File: config.mk
export PLATFORM = sky130hd
export DESIGN_NAME = qdec_last_sig_coeff_fsm
export DESIGN_NICKNAME = d
export VERILOG_FILES = /design/src/rtl/qdec_last_sig_coeff_fsm.sv
export SDC_FILE = /design/constraint.sdc
export NUM_CORES = 1
export LEC_CHECK = 0
export BUFFER_PORTS_ARGS = -buffer_cell sky130_fd_sc_hd__buf_2
export CELL_PAD_IN_SITES_DETAIL_PLACEMENT = 2
export CELL_PAD_IN_SITES_GLOBAL_PLACEMENT = 2
export CORE_ASPECT_RATIO = 0.75
export CORE_MARGIN = 2
export CORE_UTILIZATION = 38
export CTS_BUF_LIST = sky130_fd_sc_hd__clkbuf_4
export DETAILED_ROUTE_END_ITERATION = 6
export PLACE_DENSITY_LB_ADDON = 0.1
export SETUP_SLACK_MARGIN = 0.05
export SLEW_MARGIN = 5
export SYNTH_ARGS = -nofsm -noshare
export SYNTH_HDL_FRONTEND = slang
export SYNTH_SLANG_ARGS = --single-unit
File: constraint.sdc
create_clock -name clk -period 5.8 [get_ports clk]
set_input_delay 1.74 -clock clk [delete_from_list [all_inputs] [get_ports clk]]
set_output_delay 1.74 -clock clk [all_outputs]
set_load 0.02 [all_outputs]
File: src/rtl/qdec_last_sig_coeff_fsm.sv
// qdec_last_sig_coeff_fsm
// Decodes last_sig_coeff_{x,y}_prefix (context coded, truncated unary) and
// their bypass suffixes for one transform block, then rebuilds
// LastSignificantCoeffX/Y. One bin request is in flight at a time.
module qdec_last_sig_coeff_fsm #(
  parameter logic [9:0] CTX_BASE_LAST_X = 10'd120,
  parameter logic [9:0] CTX_BASE_LAST_Y = 10'd138
) (
  input  logic       clk,
  input  logic       rst,
  input  logic       last_start,
  input  logic [2:0] log2TrafoSize,
  input  logic [1:0] cIdx,
  input  logic [1:0] scanIdx,
  output logic [9:0] ctx_last_addr,
  output logic       ctx_last_addr_vld,
  output logic       dec_run_last,
  input  logic       dec_rdy,
  output logic       EPMode_last,
  input  logic       ruiBin,
  input  logic       ruiBin_vld,
  output logic [4:0] last_x,
  output logic [4:0] last_y,
  output logic       last_done_intr
);

  typedef enum logic [2:0] {
    IDLE, X_PREFIX, Y_PREFIX, X_SUFFIX, Y_SUFFIX, FINISH, DONE
  } state_t;

  state_t     state_q, state_d;
  logic [2:0] log2_q, log2_d;
  logic       chroma_q, chroma_d;
  logic       swap_q, swap_d;
  logic [3:0] xpre_q, xpre_d, ypre_q, ypre_d;
  logic [2:0] xsuf_q, xsuf_d, ysuf_q, ysuf_d;
  logic [1:0] sufcnt_q, sufcnt_d;
  logic       outst_q, outst_d;
  logic [9:0] ctx_addr_q, ctx_addr_d;
  logic       ctx_vld_q, ctx_vld_d;
  logic       dec_run_q, dec_run_d;
  logic       ep_q, ep_d;
  logic [4:0] last_x_q, last_x_d, last_y_q, last_y_d;
  logic       done_q, done_d;

  logic       consume, issue, in_prefix, in_suffix, prefix_end;
  logic [3:0] cur_pre, pre_inc, cmax, l4;
  logic [3:0] luma_off, luma_shift, ctx_off, ctx_shift;
  logic [9:0] ctx_base, ctx_addr_calc;
  logic [4:0] x_val, y_val;

  // Suffix length in bins for a prefix above 3: (prefix>>1) - 1, range 1..3.
  function automatic logic [1:0] suf_len(input logic [3:0] pre);
    logic [2:0] t;
    t = pre[3:1] - 3'd1;
    return t[1:0];
  endfunction

  // Value rebuilt from prefix and suffix.
  function automatic logic [4:0] recon(input logic [3:0] pre, input logic [2:0] suf);
    logic [2:0] sh;
    logic [4:0] base;
    sh   = pre[3:1] - 3'd1;
    base = (pre[0] ? 5'd3 : 5'd2) << sh;
    if (pre > 4'd3) return base + {2'b00, suf};
    else            return {1'b0, pre};
  endfunction

  // Next-state, request generation and reconstruction.
  always_comb begin
    state_d   = state_q;
    log2_d    = log2_q;
    chroma_d  = chroma_q;
    swap_d    = swap_q;
    xpre_d    = xpre_q;
    ypre_d    = ypre_q;
    xsuf_d    = xsuf_q;
    ysuf_d    = ysuf_q;
    sufcnt_d  = sufcnt_q;
    outst_d   = outst_q;
    ctx_addr_d = 10'd0;
    ctx_vld_d = 1'b0;
    dec_run_d = 1'b0;
    ep_d      = 1'b0;
    last_x_d  = last_x_q;
    last_y_d  = last_y_q;
    done_d    = 1'b0;

    in_prefix  = (state_q == X_PREFIX) || (state_q == Y_PREFIX);
    in_suffix  = (state_q == X_SUFFIX) || (state_q == Y_SUFFIX);
    consume    = outst_q && ruiBin_vld;
    issue      = (in_prefix || in_suffix) && !outst_q && dec_rdy;
    cur_pre    = (state_q == Y_PREFIX) ? ypre_q : xpre_q;
    pre_inc    = cur_pre + 4'd1;
    cmax       = {log2_q, 1'b0} - 4'd1;
    prefix_end = !ruiBin || (pre_inc == cmax);

    // Context index: offset by block size, then binIdx scaled down by shift.
    l4         = {1'b0, log2_q};
    luma_off   = (l4 - 4'd2) * 4'd3 + ((l4 - 4'd1) >> 2);
    luma_shift = (l4 + 4'd1) >> 2;
    ctx_off    = chroma_q ? 4'd15 : luma_off;
    ctx_shift  = chroma_q ? (l4 - 4'd2) : luma_shift;
    ctx_base   = (state_q == Y_PREFIX) ? CTX_BASE_LAST_Y : CTX_BASE_LAST_X;
    ctx_addr_calc = ctx_base + {6'd0, ctx_off} + {6'd0, cur_pre >> ctx_shift};

    x_val = recon(xpre_q, xsuf_q);
    y_val = recon(ypre_q, ysuf_q);

    if (consume) outst_d = 1'b0;
    if (issue) begin
      outst_d   = 1'b1;
      dec_run_d = 1'b1;
      if (in_prefix) begin
        ctx_vld_d  = 1'b1;
        ctx_addr_d = ctx_addr_calc;
      end else begin
        ep_d = 1'b1;
      end
    end

    case (state_q)
      IDLE: begin
        if (last_start) begin
          state_d  = X_PREFIX;
          log2_d   = (log2TrafoSize < 3'd2) ? 3'd2 :
                     (log2TrafoSize > 3'd5) ? 3'd5 : log2TrafoSize;
          chroma_d = |cIdx;
          swap_d   = (scanIdx == 2'd2);
          xpre_d   = 4'd0;
          ypre_d   = 4'd0;
          xsuf_d   = 3'd0;
          ysuf_d   = 3'd0;
          sufcnt_d = 2'd0;
          outst_d  = 1'b0;
        end
      end
      X_PREFIX: begin
        if (consume) begin
          if (ruiBin) xpre_d = pre_inc;
          if (prefix_end) state_d = Y_PREFIX;
        end
      end
      Y_PREFIX: begin
        if (consume) begin
          if (ruiBin) ypre_d = pre_inc;
          if (prefix_end) begin
            if (xpre_q > 4'd3) begin
              state_d  = X_SUFFIX;
              sufcnt_d = suf_len(xpre_q);
            end else if (ypre_d > 4'd3) begin
              state_d  = Y_SUFFIX;
              sufcnt_d = suf_len(ypre_d);
            end else begin
              state_d = FINISH;
            end
          end
        end
      end
      X_SUFFIX: begin
        if (consume) begin
          xsuf_d   = {xsuf_q[1:0], ruiBin};
          sufcnt_d = sufcnt_q - 2'd1;
          if (sufcnt_q == 2'd1) begin
            if (ypre_q > 4'd3) begin
              state_d  = Y_SUFFIX;
              sufcnt_d = suf_len(ypre_q);
            end else begin
              state_d = FINISH;
            end
          end
        end
      end
      Y_SUFFIX: begin
        if (consume) begin
          ysuf_d   = {ysuf_q[1:0], ruiBin};
          sufcnt_d = sufcnt_q - 2'd1;
          if (sufcnt_q == 2'd1) state_d = FINISH;
        end
      end
      FINISH: begin
        last_x_d = swap_q ? y_val : x_val;
        last_y_d = swap_q ? x_val : y_val;
        done_d   = 1'b1;
        state_d  = DONE;
      end
      DONE:    state_d = IDLE;
      default: state_d = IDLE;
    endcase
  end

  // State and registered outputs.
  always_ff @(posedge clk) begin
    if (rst) begin
      state_q    <= IDLE;
      log2_q     <= 3'd2;
      chroma_q   <= 1'b0;
      swap_q     <= 1'b0;
      xpre_q     <= 4'd0;
      ypre_q     <= 4'd0;
      xsuf_q     <= 3'd0;
      ysuf_q     <= 3'd0;
      sufcnt_q   <= 2'd0;
      outst_q    <= 1'b0;
      ctx_addr_q <= 10'd0;
      ctx_vld_q  <= 1'b0;
      dec_run_q  <= 1'b0;
      ep_q       <= 1'b0;
      last_x_q   <= 5'd0;
      last_y_q   <= 5'd0;
      done_q     <= 1'b0;
    end else begin
      state_q    <= state_d;
      log2_q     <= log2_d;
      chroma_q   <= chroma_d;
      swap_q     <= swap_d;
      xpre_q     <= xpre_d;
      ypre_q     <= ypre_d;
      xsuf_q     <= xsuf_d;
      ysuf_q     <= ysuf_d;
      sufcnt_q   <= sufcnt_d;
      outst_q    <= outst_d;
      ctx_addr_q <= ctx_addr_d;
      ctx_vld_q  <= ctx_vld_d;
      dec_run_q  <= dec_run_d;
      ep_q       <= ep_d;
      last_x_q   <= last_x_d;
      last_y_q   <= last_y_d;
      done_q     <= done_d;
    end
  end

  assign ctx_last_addr     = ctx_addr_q;
  assign ctx_last_addr_vld = ctx_vld_q;
  assign dec_run_last      = dec_run_q;
  assign EPMode_last       = ep_q;
  assign last_x            = last_x_q;
  assign last_y            = last_y_q;
  assign last_done_intr    = done_q;

endmodule

* After elaboration in Yosys (flattened, before gate mapping)
Index checks and enable logic that the tools add are counted.
** Storage, ports and cells
- Flip-flop bits (word level) :: 49
- Latch bits :: 0
- Bits in writable memories :: 0
- ROM bits :: 0
- Input port bits :: 13
- Output and inout bits :: 24
- Word-level logic and storage cells :: 143
- Memories kept :: 0
** Cells by class
- $add $sub $neg :: 14
- Multiply operators :: 1
- Divide/modulo/power cells :: 0
- $lt $le $gt $ge :: 5
- Equality and inequality tests :: 19
- Shift operators :: 3
- Muxes and demuxes :: 57
- Bitwise gates (word level) :: 2
- Reduce and logical (&&, ||, !) cells :: 25
** Operator list (count)
- $mux W3 :: 15
- $mux W4 :: 10
- $mux W5 :: 4
- $mux W2 :: 9
- $pmux W3 S6 :: 1
- $ne A2 B2 Y1 const B :: 8
- $pmux W4 S2 :: 2
- $gt A4 B2 Y1 const B :: 3
- $mux W1 :: 12
- $pmux W3 S2 :: 2
- $add A5 B3 Y5 :: 2
- $add A9 B4 Y10 :: 1
- $shl A2 B3 Y5 :: 2
- $add A8 B4 Y9 :: 1
- $reduce_and A3 Y1 :: 3
- $reduce_and A9 Y1 :: 1
- $mux W8 :: 1
- $pmux W2 S4 :: 1
- $reduce_bool A2 Y1 :: 4
- $reduce_and A7 Y1 :: 1
- $eq A3 B2 Y1 const B :: 2
- $eq A3 B3 Y1 const B :: 2
- $sub A3 B1 Y3 const B :: 2
- $add A3 B1 Y4 const B :: 1
- 26 further kinds :: 36

* Logic depth before layout (Yosys ltp)
Gate-level depths: netlist of run 1.
- Depth in word-level cells :: 12
- Gate-level depth with buffers :: 17
- Gate-level depth less buffers :: 17

* Worst setup path before layout of run 1
No wires, ideal clock.
- Path kind :: reg-to-reg
- From :: register state_q[1]
- To :: register ctx_addr_q[5], in the netlist ctx_last_addr[5]
- Library setup time :: 0.115 ns
- Data arrival time :: 3.235 ns
- Data required time :: 5.685 ns
- Path slack :: 2.451 ns
- Stages on the path, launching flop included :: 18
- Path buffers :: 2
- Clock period less this slack :: 3.349 ns
- Cells stage by stage :: dfxtp_1 > or3b_1 > buf_6 > clkbuf_1 > nand2_1 > o21ai_0 > nand3_1 > o21ai_0 > a21oi_1 > a21oi_1 > fa_1 > ha_1 > inv_1 > fa_1 > nor2b_1 > o21ai_0 > and3_1 > o21a_1
** Between the ends
- Word-level cells in the longest chain between the ends :: 7
- Elaborated cells between the ends (all ways) :: 17
- Those cells by class :: add/sub: 2; eq/ne: 4; shift: 1; mux: 2; bitwise: 2; reduce/logical: 6
** Ends and longest elaborated chain
- from (decl) :: line 31 : state_t state_q, state_d;
- from (signal assigned) :: line 213 : state_q <= state_d;
- branches (longest 7 deep; another with $add A9 B4 Y10)
- to (signal assigned) :: line 223 : ctx_addr_q <= ctx_addr_d;
- to (decl) :: line 39 : logic [9:0] ctx_addr_q, ctx_addr_d;
Several ways; the timed one is not identified.
A chain may end at the register's enable or synchronous reset.

* Worst setup path in the final report of run 1
- From :: register state_q[2]
- To :: register ctx_addr_q[5], in the netlist ctx_last_addr[5]
The elaborated chain is that of the path after synthesis.

==> run summary, run 1 <==
Final Hold Vio Count -> 0
Buffers on Ports -> 34
final setup violation count -> 0
drt first-iter violations -> 204
floorplan core area -> 8491 sq um
post-route DRC violation count -> 0
Sequential Power Share -> 0.375
largest net degree at the start of global routing -> 39
post-synthesis compound-gate area fraction -> 0.1757
Setup TNS -> 0 ps
final period utilization -> 0.7013
WP buf/inv -> 1
area leader, netlist -> dfxtp_1
post-synthesis sequential area ratio -> 0.2823
Post-Route Skew -> 10.44 ps
leakage -> 0.001509 uW
FILL cells -> 1038
cell mode on critical path -> o21ai_0
DR pass1 iterations -> 4
cell internal pwr -> 592.7 uW
Max Cap Viol -> 0
Die Span X -> 112.1 um
num rows -> 29
Post-Synth Adder-Cell Area -> 0.1066
syn avg cell area -> 7.558 sq um
DR WL/cell -> 19.35 um
Seq cells post-synth -> 47
post-synthesis simple-gate area fraction -> 0.2523
status -> completed
hold_buf cts -> 0
number of buffers created by CTS -> 5
Routed WL -> 10870 um
utilization after layout -> 0.4237
Clock transition at path regs -> 150 ps
Post-synth top flop -> dfxtp_1
first-pass GRT wire length -> 17700 um
worst path cell trace -> or3b_1, o21ai_0, nand3_1, o21ai_0, a21oi_1, a21oi_1, fa_1, ha_1, inv_1, fa_1, nor2b_1, o21ai_0, and3_1, o21a_1
Sw Share -> 0.4226
Hold/Removal Path Class -> reg -> reg
Critical Path Max Stage Delay -> 730 ps
Die Y -> 85.11 um
post-layout worst setup margin -> 1732 ps
synthesized cell area -> 3333 sq um
CTS H-tree depth -> 2
grt total ovfl -> 0
area grow syn2layout -> 7.920%
post-synthesis mux area share -> 0.04955
Critical Path AT -> 4370 ps
WHS -> 508.1 ps
initial antenna violation count -> 0
most common cell in the netlist -> nor2_1
Die Footprint -> 9545 sq um
CTS Sinks -> 47
EDFF count, synth -> 0
headroom to the max-slew limit -> 0.4676
Synth async-reset ratio -> 0
CTS tree -> done
post-synthesis xor/xnor area fraction -> 0.06044
Post-synth top cells -> 62 x nor2_1, 47 x dfxtp_1, 34 x a21oi_1
post-cts sizing count -> 0
antenna diode count -> 0
vias -> 3143
distinct cell type count after synthesis -> 51
Worst Max-Slew Pin Slew -> 798.5 ps
hpwl dp -> 8517 um
Net Switching -> 433.8 uW
FMAX -> 0.2458 GHz
CP Launch Type -> flop
Starting Density -> 0.3926
WS Path Type -> reg -> reg
ANT nets after route -> 0
final period demand of the worst path -> 4068 ps
GRT Total Usage -> 0.2363
Worst Setup End Kind -> flop
root buf cell -> clkbuf_4
Slew Viols, Final -> 0
I/O Pins -> 37
largest family of logic cells by synthesized area -> simple AND/OR/NAND/NOR gates
clk buf depth -> 2
vias per cell -> 5.593
vias in the first global route -> 3264
Yosys top cell area share -> 0.2823
combinational fraction of design power -> 0.421
pre-CTS setup slack -> 1736 ps
number of post-CTS setup repair buffers -> 0
Synth Instances -> 441
final net count -> 493
Skew-Pair Late Insertion Delay -> 390 ps
Final GP Congestion -> 0.8460
Crit path required time -> 6110 ps
top cells by area, synth -> dfxtp_1 28%, ha_1 8.3%, nor2_1 7.0%, a21oi_1 5.1%, xnor2_1 3.9%
slowest CP cell -> dfxtp_1
synth warn -> 0
RSZ-0062 raised after global routing -> false
cell area power density -> 285.4 nW/um^2
Max VDD drop -> 0.0001467 V
critical path's top delay family -> simple AND/OR/NAND/NOR gates
share of layout cells above drive strength 1 -> 0.1145
Clk network pwr share -> 0.204
Max FO, Critical Path -> 20
[sequential cells by signal, summed over array words and instances (netlist names), 3 cells and up]
signal,cells
xsuf_q,3
log2_q,3
ysuf_q,3
last_y,5
state_q,3
xpre_q,4
last_x,5
ypre_q,4
ctx_last_addr,8
[cell usage in the layout, fill, tap and decap left out, drive strengths merged, types with 5 or more instances in the layout]
cell type	n
nor3	17
nand2	32
a31oi	5
nor2	62
inv	29
nor2b	10
nand2b	5
buf	35
a22oi	9
dfxtp	47
a21o	6
xor2	8
a211oi	7
a21oi	34
nand3	21
ha	22
o21ai	16
and3	7
mux2i	13
xnor2	15
clkbuf	5
[power groups by stage]
stage          logic (uW)  clock network [uW]  registers, uW
6_report              432                 209            385
5_1_grt               481                 229            392
4_1_cts               432                 221            385
3_5_place_dp          429                   0            393
3_3_place_gp          407                   0            390
2_1_floorplan         317                   0            374
[stage by stage]
step / std cells / instance area, sq um / total power (uW)
floorplan: 442 / 3337 / 691.4
global placement: 555 / 3522 / 797.3
detailed placement: 555 / 3522 / 821.6
CTS: 562 / 3597 / 1039
global route: 562 / 3597 / 1102
finish: 562 / 3597 / 1027
[routing by layer]
metal / GRT usage / vias to the layer above / part of all wire / wire, um
met4: 0.04545 / 0 / 0.0086 / 94
met5: 0 / - / 0 / 0
li1: - / 1534 / - / -
met3: 0.05000 / 6 / 0.045 / 493
met2: 0.3576 / 57 / 0.43 / 4687
met1: 0.3494 / 1546 / 0.51 / 5596
[cell families after synthesis]
kind of cell / Yosys count
AO/OA/AOI/OAI: 94
XOR/XNOR: 23
adder cells (fa/ha/maj): 26
buffers and inverters: 60
flip-flops: 47
multiplexers: 15
other: 1
AND/OR/NAND/NOR: 175
[final timing paths]
path	endpoint	slack, ps	cells past startpoint	from
worst max-delay path	ctx_last_addr[5]	1730	14	state_q[2]
worst min-delay path	last_y[2]	510	2	last_y[2]
worst max register to register	ctx_last_addr[5]	1730	14	state_q[2]
worst min register to register	last_y[2]	510	2	last_y[2]
[final cells by class]
class                      instances  area, sq um  area share
inverter                          30        112.6     0.03130
multi-input combinational        335         2156      0.5993
tap                              108        135.1     0.03757
timing repair buffer              35        177.7     0.04939
clock buffer                       5        37.54     0.01043
sequential                        47        940.9      0.2616
clock inverter                     2        37.54     0.01043
[worst reg2reg max path, cell delays in order, from the launching register on]
cell	delay, ps
dfxtp_1	730
or3b_1	700
o21ai_0	270
nand3_1	120
o21ai_0	100
a21oi_1	210
a21oi_1	80
fa_1	500
ha_1	160
inv_1	50
fa_1	380
nor2b_1	170
o21ai_0	120
and3_1	210
o21a_1	180
Note: power is estimated with default switching activity, not from simulation.
==> run 2: changes to the inputs <==
--- a/config.mk
+++ b/config.mk
@@ -5,12 +5,13 @@
 export SDC_FILE = /design/constraint.sdc
 export NUM_CORES = 1
 export LEC_CHECK = 0
+export ABC_AREA = 1
 export BUFFER_PORTS_ARGS = -buffer_cell sky130_fd_sc_hd__buf_2
 export CELL_PAD_IN_SITES_DETAIL_PLACEMENT = 2
 export CELL_PAD_IN_SITES_GLOBAL_PLACEMENT = 2
 export CORE_ASPECT_RATIO = 0.75
 export CORE_MARGIN = 2
-export CORE_UTILIZATION = 38
+export CORE_UTILIZATION = 30
 export CTS_BUF_LIST = sky130_fd_sc_hd__clkbuf_4
 export DETAILED_ROUTE_END_ITERATION = 6
 export PLACE_DENSITY_LB_ADDON = 0.1
==> constraint.sdc (replaced) <==
create_clock -name clk -period 3.7 [get_ports clk]
set_input_delay 1.11 -clock clk [delete_from_list [all_inputs] [get_ports clk]]
set_output_delay 1.11 -clock clk [all_outputs]
set_load 0.02 [all_outputs]
==> run summary, run 2 <==
root buf cell -> clkbuf_4 (unchanged)
WHS -> 500.6 ps (was 508.1 ps)
area grow syn2layout -> 11.32% (was 7.920%)
Max VDD drop -> 0.0001785 V (was 0.0001467 V)
WS Path Type -> reg -> reg (unchanged)
headroom to the max-slew limit -> 0.4920 (was 0.4676)
most common cell in the netlist -> nand2_1 (was nor2_1)
Max Cap Viol -> 0 (unchanged)
post-synthesis sequential area ratio -> 0.2867 (was 0.2823)
Skew-Pair Late Insertion Delay -> 410 ps (was 390 ps)
num rows -> 33 (was 29)
Final GP Congestion -> 0.7848 (was 0.8460)
CTS Sinks -> 47 (unchanged)
largest net degree at the start of global routing -> 24 (was 39)
area leader, netlist -> dfxtp_1 (unchanged)
vias in the first global route -> 3494 (was 3264)
Seq cells post-synth -> 47 (unchanged)
synthesized cell area -> 3282 sq um (was 3333 sq um)
Final Cell Area -> 3654 sq um (was 3597 sq um)
EDFF count, synth -> 0 (unchanged)
leakage -> 0.001735 uW (was 0.001509 uW)
synth warn -> 0 (unchanged)
number of buffers created by CTS -> 5 (unchanged)
distinct cell type count after synthesis -> 38 (was 51)
Starting Density -> 0.3045 (was 0.3926)
first-pass GRT wire length -> 18820 um (was 17700 um)
CP Launch Type -> flop (unchanged)
area occupied by multi-input gates -> 1961 sq um (was 2156 sq um)
Post-Route M1 WL -> 6182 um (was 5596 um)
CTS tree -> done (unchanged)
placed cell count -> 669 (was 555)
share of layout cells above drive strength 1 -> 0.1341 (was 0.1145)
post-route DRC violation count -> 0 (unchanged)
grt total ovfl -> 0 (unchanged)
Hold/Removal Path Class -> reg -> reg (unchanged)
CTS H-tree depth -> 2 (unchanged)
most frequent cells in the layout -> 99 x nand2_1, 79 x inv_1, 70 x nor2_1 (was 62 x nor2_1, 47 x dfxtp_1, 34 x a21oi_1, 34 x buf_2, 32 x nand2_1)
floorplan core area -> 10780 sq um (was 8491 sq um)
Area after DPL -> 3596 sq um (was 3522 sq um)
vias per cell -> 4.925 (was 5.593)
Critical Path AT -> 3630 ps (was 4370 ps)
FF/Latch Area -> 940.9 sq um (unchanged)
final net count -> 575 (was 493)
clk buf depth -> 2 (unchanged)
Worst Setup End Kind -> flop (unchanged)
Max FO, Critical Path -> 6 (was 20)
hpwl dp -> 9133 um (was 8517 um)
Post-synth top flop -> dfxtp_1 (unchanged)
GRT Total Usage -> 0.2014 (was 0.2363)
fin cells -> 677 (was 562)
Yosys top cell area share -> 0.2867 (was 0.2823)
Final Hold Vio Count -> 0 (unchanged)
FILL cells -> 1373 (was 1038)
DR WL/cell -> 16.62 um (was 19.35 um)
Buffers on Ports -> 34 (unchanged)
WL met2 -> 4690 um (was 4687 um)
syn avg cell area -> 6.525 sq um (was 7.558 sq um)
Die Span X -> 124.8 um (was 112.1 um)
ANT nets after route -> 0 (unchanged)
initial antenna violation count -> 0 (unchanged)
drt first-iter violations -> 87 (was 204)
status -> completed (unchanged)
Die Y -> 94.58 um (was 85.11 um)
Crit path required time -> 4050 ps (was 6110 ps)
Setup TNS -> 0 ps (unchanged)
cell area power density -> 553.5 nW/um^2 (was 285.4 nW/um^2)
Die Footprint -> 11800 sq um (was 9545 sq um)
DR WL met3 -> 287 um (was 493 um)
hold_buf cts -> 0 (unchanged)
vias -> 3334 (was 3143)
Post-synth top cells -> 99 x nand2_1, 79 x inv_1, 70 x nor2_1 (was 62 x nor2_1, 47 x dfxtp_1, 34 x a21oi_1)
max reg flops -> 8 (unchanged)
Tot Pwr -> 2022 uW (was 1027 uW)
I/O Pins -> 37 (unchanged)
DR top layer -> met4 (unchanged)
Slew Viols, Final -> 0 (unchanged)
final setup violation count -> 0 (unchanged)
Post-Route Skew -> 15.70 ps (was 10.44 ps)
FMAX -> 0.3057 GHz (was 0.2458 GHz)
Synth Instances -> 503 (was 441)
Clock transition at path regs -> 160 ps (was 150 ps)
final period utilization -> 0.8842 (was 0.7013)
DR pass1 iterations -> 4 (unchanged)
Worst Max-Slew Pin Slew -> 761.2 ps (was 798.5 ps)
final period demand of the worst path -> 3272 ps (was 4068 ps)
antenna diode count -> 0 (unchanged)
Synth async-reset ratio -> 0 (unchanged)
top cells by area, synth -> dfxtp_1 29%, nand2_1 11%, inv_1 9.0%, ha_1 8.4%, nor2_1 8.0% (was dfxtp_1 28%, ha_1 8.3%, nor2_1 7.0%, a21oi_1 5.1%, xnor2_1 3.9%)
RSZ-0062 raised after global routing -> false (unchanged)
most common cell after layout, fill and taps aside -> nand2_1 (was nor2_1)
Routed WL -> 11250 um (was 10870 um)
run 2: cell type report:
| class | instances | area share |
|---|---|---|
| Sequential cell | 47 | 0.2575 |
| Tap cell | 140 | 0.04795 |
| Multi-Input combinational cell | 358 | 0.5366 |
| Clock inverter | 3 | 0.005479 |
| Timing Repair Buffer | 37 | 0.05274 |
| Clock buffer | 5 | 0.01027 |
| Inverter | 87 | 0.08938 |
run 2: kinds of logic after synthesis:
family	share of synthesized area
buffers and inverters	0.1170
XOR/XNOR	0.01868
AO/OA/AOI/OAI	0.1677
adder cells (fa/ha/maj)	0.1113
flip-flops	0.2867
AND/OR/NAND/NOR	0.2974
other	0.001143
run 2: worst paths after layout:
check | startpoint | to | slack [ps] | depth (start not counted)
max | log2_q[0] | ctx_last_addr[5] | 430 | 18
min | outst_q | outst_q | 500 | 2
max reg2reg | log2_q[0] | ctx_last_addr[5] | 430 | 18
min reg2reg | outst_q | outst_q | 500 | 2
run 2: per-layer routing:
layer,GRT usage,vias up
met4,0.03933,0
li1,-,1671
met2,0.3147,32
met5,0,-
met1,0.2961,1623
met3,0.02890,8
run 2: repair_timing:
action / in CTS / in global routing
gates resized for setup: 0 / 1
endpoints found under the setup margin: 0 / 1
buffers inserted: 0 / 0
run 2: stage by stage:
stage	setup WS [ps]	util
CTS	359.7	0.3390
finish	428.3	0.3390
floorplan	817.1	-
global placement	560.8	0.3337
global route	148.9	0.3390
detailed placement	399.9	0.3337
run 2: where the power goes:
part / switching (uW) / internal (uW)
clock network: 201 / 73.3
registers: 72.4 / 590
logic: 735 / 350
run 2: critical path, cell delays in order, from the launching register on:
cell and delay, ps:
dfxtp_1 460, ha_1 200, xor2_1 150, nand2_1 60, o21ai_1 200, inv_1 130
nand2_1 100, nand2_1 60, a21oi_1 130, a21oi_1 80, fa_1 490, ha_1 170
inv_1 60, fa_1 430, nor2_1 120, o21ai_0 130, nand2_1 90, nand2_1 50
a21oi_1 130
==> run 3: changes to the inputs <==
--- a/config.mk
+++ b/config.mk
@@ -9,9 +9,9 @@
 export BUFFER_PORTS_ARGS = -buffer_cell sky130_fd_sc_hd__buf_2
 export CELL_PAD_IN_SITES_DETAIL_PLACEMENT = 2
 export CELL_PAD_IN_SITES_GLOBAL_PLACEMENT = 2
-export CORE_ASPECT_RATIO = 0.75
+export CORE_ASPECT_RATIO = 0.7
 export CORE_MARGIN = 2
-export CORE_UTILIZATION = 30
+export CORE_UTILIZATION = 33
 export CTS_BUF_LIST = sky130_fd_sc_hd__clkbuf_4
 export DETAILED_ROUTE_END_ITERATION = 6
 export PLACE_DENSITY_LB_ADDON = 0.1
==> constraint.sdc (replaced) <==
create_clock -name clk -period 3.2 [get_ports clk]
set_input_delay 0.96 -clock clk [delete_from_list [all_inputs] [get_ports clk]]
set_output_delay 0.96 -clock clk [all_outputs]
set_load 0.02 [all_outputs]
==> run summary, run 3 (synthesis results as in run 2) <==
Max FO, Critical Path -> 6 (unchanged)
number of post-CTS setup repair buffers -> 0 (unchanged)
final period utilization -> 0.9321 (was 0.8842)
final period demand of the worst path -> 2983 ps (was 3272 ps)
floorplan core area -> 9684 sq um (was 10780 sq um)
GR Layer Usage met3 -> 0.03665 (was 0.02890)
post-layout worst setup margin -> 217.3 ps (was 428.3 ps)
I/O Pins -> 37 (unchanged)
hpwl dp -> 9224 um (was 9133 um)
Tot Pwr -> 2376 uW (was 2022 uW)
FF/Latch Area -> 950.9 sq um (was 940.9 sq um)
DR pass1 iterations -> 4 (unchanged)
Starting Density -> 0.3389 (was 0.3045)
number of buffers created by CTS -> 5 (unchanged)
final net count -> 584 (was 575)
initial antenna violation count -> 0 (unchanged)
num rows -> 30 (was 33)
post-route DRC violation count -> 0 (unchanged)
Die Span X -> 123.2 um (was 124.8 um)
Final GP Congestion -> 0.8550 (was 0.7848)
root buf cell -> clkbuf_4 (unchanged)
headroom to the max-slew limit -> 0.6021 (was 0.4920)
area grow syn2layout -> 14.26% (was 11.32%)
Skew-Pair Late Insertion Delay -> 400 ps (was 410 ps)
most common cell after layout, fill and taps aside -> nand2_1 (unchanged)
antenna diode count -> 0 (unchanged)
vias in the first global route -> 3542 (was 3494)
area occupied by multi-input gates -> 1994 sq um (was 1961 sq um)
GRT Total Usage -> 0.2251 (was 0.2014)
CP Launch Type -> flop (unchanged)
Routed WL -> 11380 um (was 11250 um)
RSZ-0062 raised after global routing -> false (unchanged)
Hold/Removal Path Class -> reg -> reg (unchanged)
Slew Viols, Final -> 0 (unchanged)
R2R depth -> 18 (unchanged)
final setup violation count -> 0 (unchanged)
cell area power density -> 633.7 nW/um^2 (was 553.5 nW/um^2)
hold depth -> 2 (unchanged)
Buffers on Ports -> 34 (unchanged)
status -> completed (unchanged)
Max Cap Viol -> 0 (unchanged)
CTS tree -> done (unchanged)
Die Y -> 87.44 um (was 94.58 um)
vias per cell -> 5.047 (was 4.925)
CTS Sinks -> 47 (unchanged)
ANT nets after route -> 0 (unchanged)
Worst Setup End Kind -> flop (unchanged)
R2R Setup Slk -> 220 ps (was 430 ps)
WS Path Type -> reg -> reg (unchanged)
vias -> 3402 (was 3334)
Max VDD drop -> 0.0002169 V (was 0.0001785 V)
FILL cells -> 1222 (was 1373)
most frequent cells in the layout -> 99 x nand2_1, 79 x inv_1, 68 x nor2_1 (was 99 x nand2_1, 79 x inv_1, 70 x nor2_1)
Final Hold Vio Count -> 0 (unchanged)
M2 GR Usage -> 0.3377 (was 0.3147)
max reg flops -> 8 (unchanged)
hold_buf cts -> 0 (unchanged)
worst path cell trace -> ha_1, xor2_1, nand2_1, o21ai_2, inv_1, nand2_1, nand2_1, a21oi_2, a21oi_2, fa_1, ha_1, inv_1, fa_2, nor2_2, o21ai_2, nand2_1, nand2_1, a21oi_1 (was ha_1, xor2_1, nand2_1, o21ai_1, inv_1, nand2_1, nand2_1, a21oi_1, a21oi_1, fa_1, ha_1, inv_1, fa_1, nor2_1, o21ai_0, nand2_1, nand2_1, a21oi_1)
Critical Path Max Stage Delay -> 490 ps (about the same)
GR peak layer -> met1 (was met2)
DR WL/cell -> 16.89 um (was 16.62 um)
drt first-iter violations -> 145 (was 87)
FMAX -> 0.3353 GHz (was 0.3057 GHz)
share of layout cells above drive strength 1 -> 0.1740 (was 0.1341)
Critical Path AT -> 3330 ps (was 3630 ps)
Crit path required time -> 3550 ps (was 4050 ps)
utilization after layout -> 0.3872 (was 0.3390)
Die Footprint -> 10770 sq um (was 11800 sq um)
first-pass GRT wire length -> 18560 um (was 18820 um)
leakage -> 0.001787 uW (was 0.001735 uW)
largest net degree at the start of global routing -> 22 (was 24)
CTS H-tree depth -> 2 (unchanged)
grt total ovfl -> 0 (unchanged)
cell mode on critical path -> nand2_1 (unchanged)
Clock transition at path regs -> 170 ps (was 160 ps)
Worst Max-Slew Pin Slew -> 596.1 ps (was 761.2 ps)
clk buf depth -> 2 (unchanged)
pre-CTS setup slack -> -202.7 ps (was 399.9 ps)
met1 Use GR -> 0.3404 (was 0.2961)
Post-Route Skew -> 19.79 ps (was 15.70 ps)
slowest CP cell -> fa_1 (unchanged)
run 3: power by group:
group          internal, uW  total (uW)  leakage [uW]  switching (uW)
Combinational           429        1290       0.00137             865
Clock                  84.8         314     0.0000288             229
Sequential              687         769      0.000385            82.3
run 3: worst max-delay path: cells and delay by family, from the launching register on:
kind	cells	cell delay [ps]
DFF	1	390
buffers and inverters	2	170
AOI/OAI and AO/OA	5	510
adders and majority gates	4	1220
and+or+nand+nor	6	480
xor gates and xnor gates	1	170
run 3: cell type report:
| cell class | instances | share of cell area |
|---|---|---|
| Tap cell | 128 | 0.04271 |
| Timing Repair Buffer | 46 | 0.06940 |
| Clock buffer | 5 | 0.01001 |
| Inverter | 87 | 0.08709 |
| Clock inverter | 3 | 0.005339 |
| Sequential cell | 47 | 0.2536 |
| Multi-Input combinational cell | 358 | 0.5319 |
run 3: through the flow:
| step | cell area [sq um] | TNS, ps | instances | hold slack, ps |
|---|---|---|---|---|
| 2_1_floorplan | 3286 | 0 | 504 | 456.7 |
| 3_3_place_gp | 3649 | 0 | 666 | 468.3 |
| 3_5_place_dp | 3649 | -352.4 | 666 | 486.4 |
| 4_1_cts | 3720 | 0 | 674 | 506.7 |
| 5_1_grt | 3750 | 0 | 674 | 522.6 |
| 6_report | 3750 | 0 | 674 | 513.0 |
run 3: path summary, 6_finish.rpt:
path,startpoint,to
worst max-delay path,log2_q[0],ctx_last_addr[5]
worst min-delay path,outst_q,outst_q
worst max register to register,log2_q[0],ctx_last_addr[5]
worst min register to register,outst_q,outst_q
run 3: per-layer routing:
metal / wire, um / share of wire
met5: 0 / 0
met4: 81 / 0.0071
met3: 432 / 0.038
met2: 4621 / 0.41
met1: 6246 / 0.55
run 3: timing repair:
| action | CTS | global route |
|---|---|---|
| pin swaps | 0 | 0 |
| resized for setup | 6 | 15 |
| endpoints found under the setup margin | 4 | 5 |
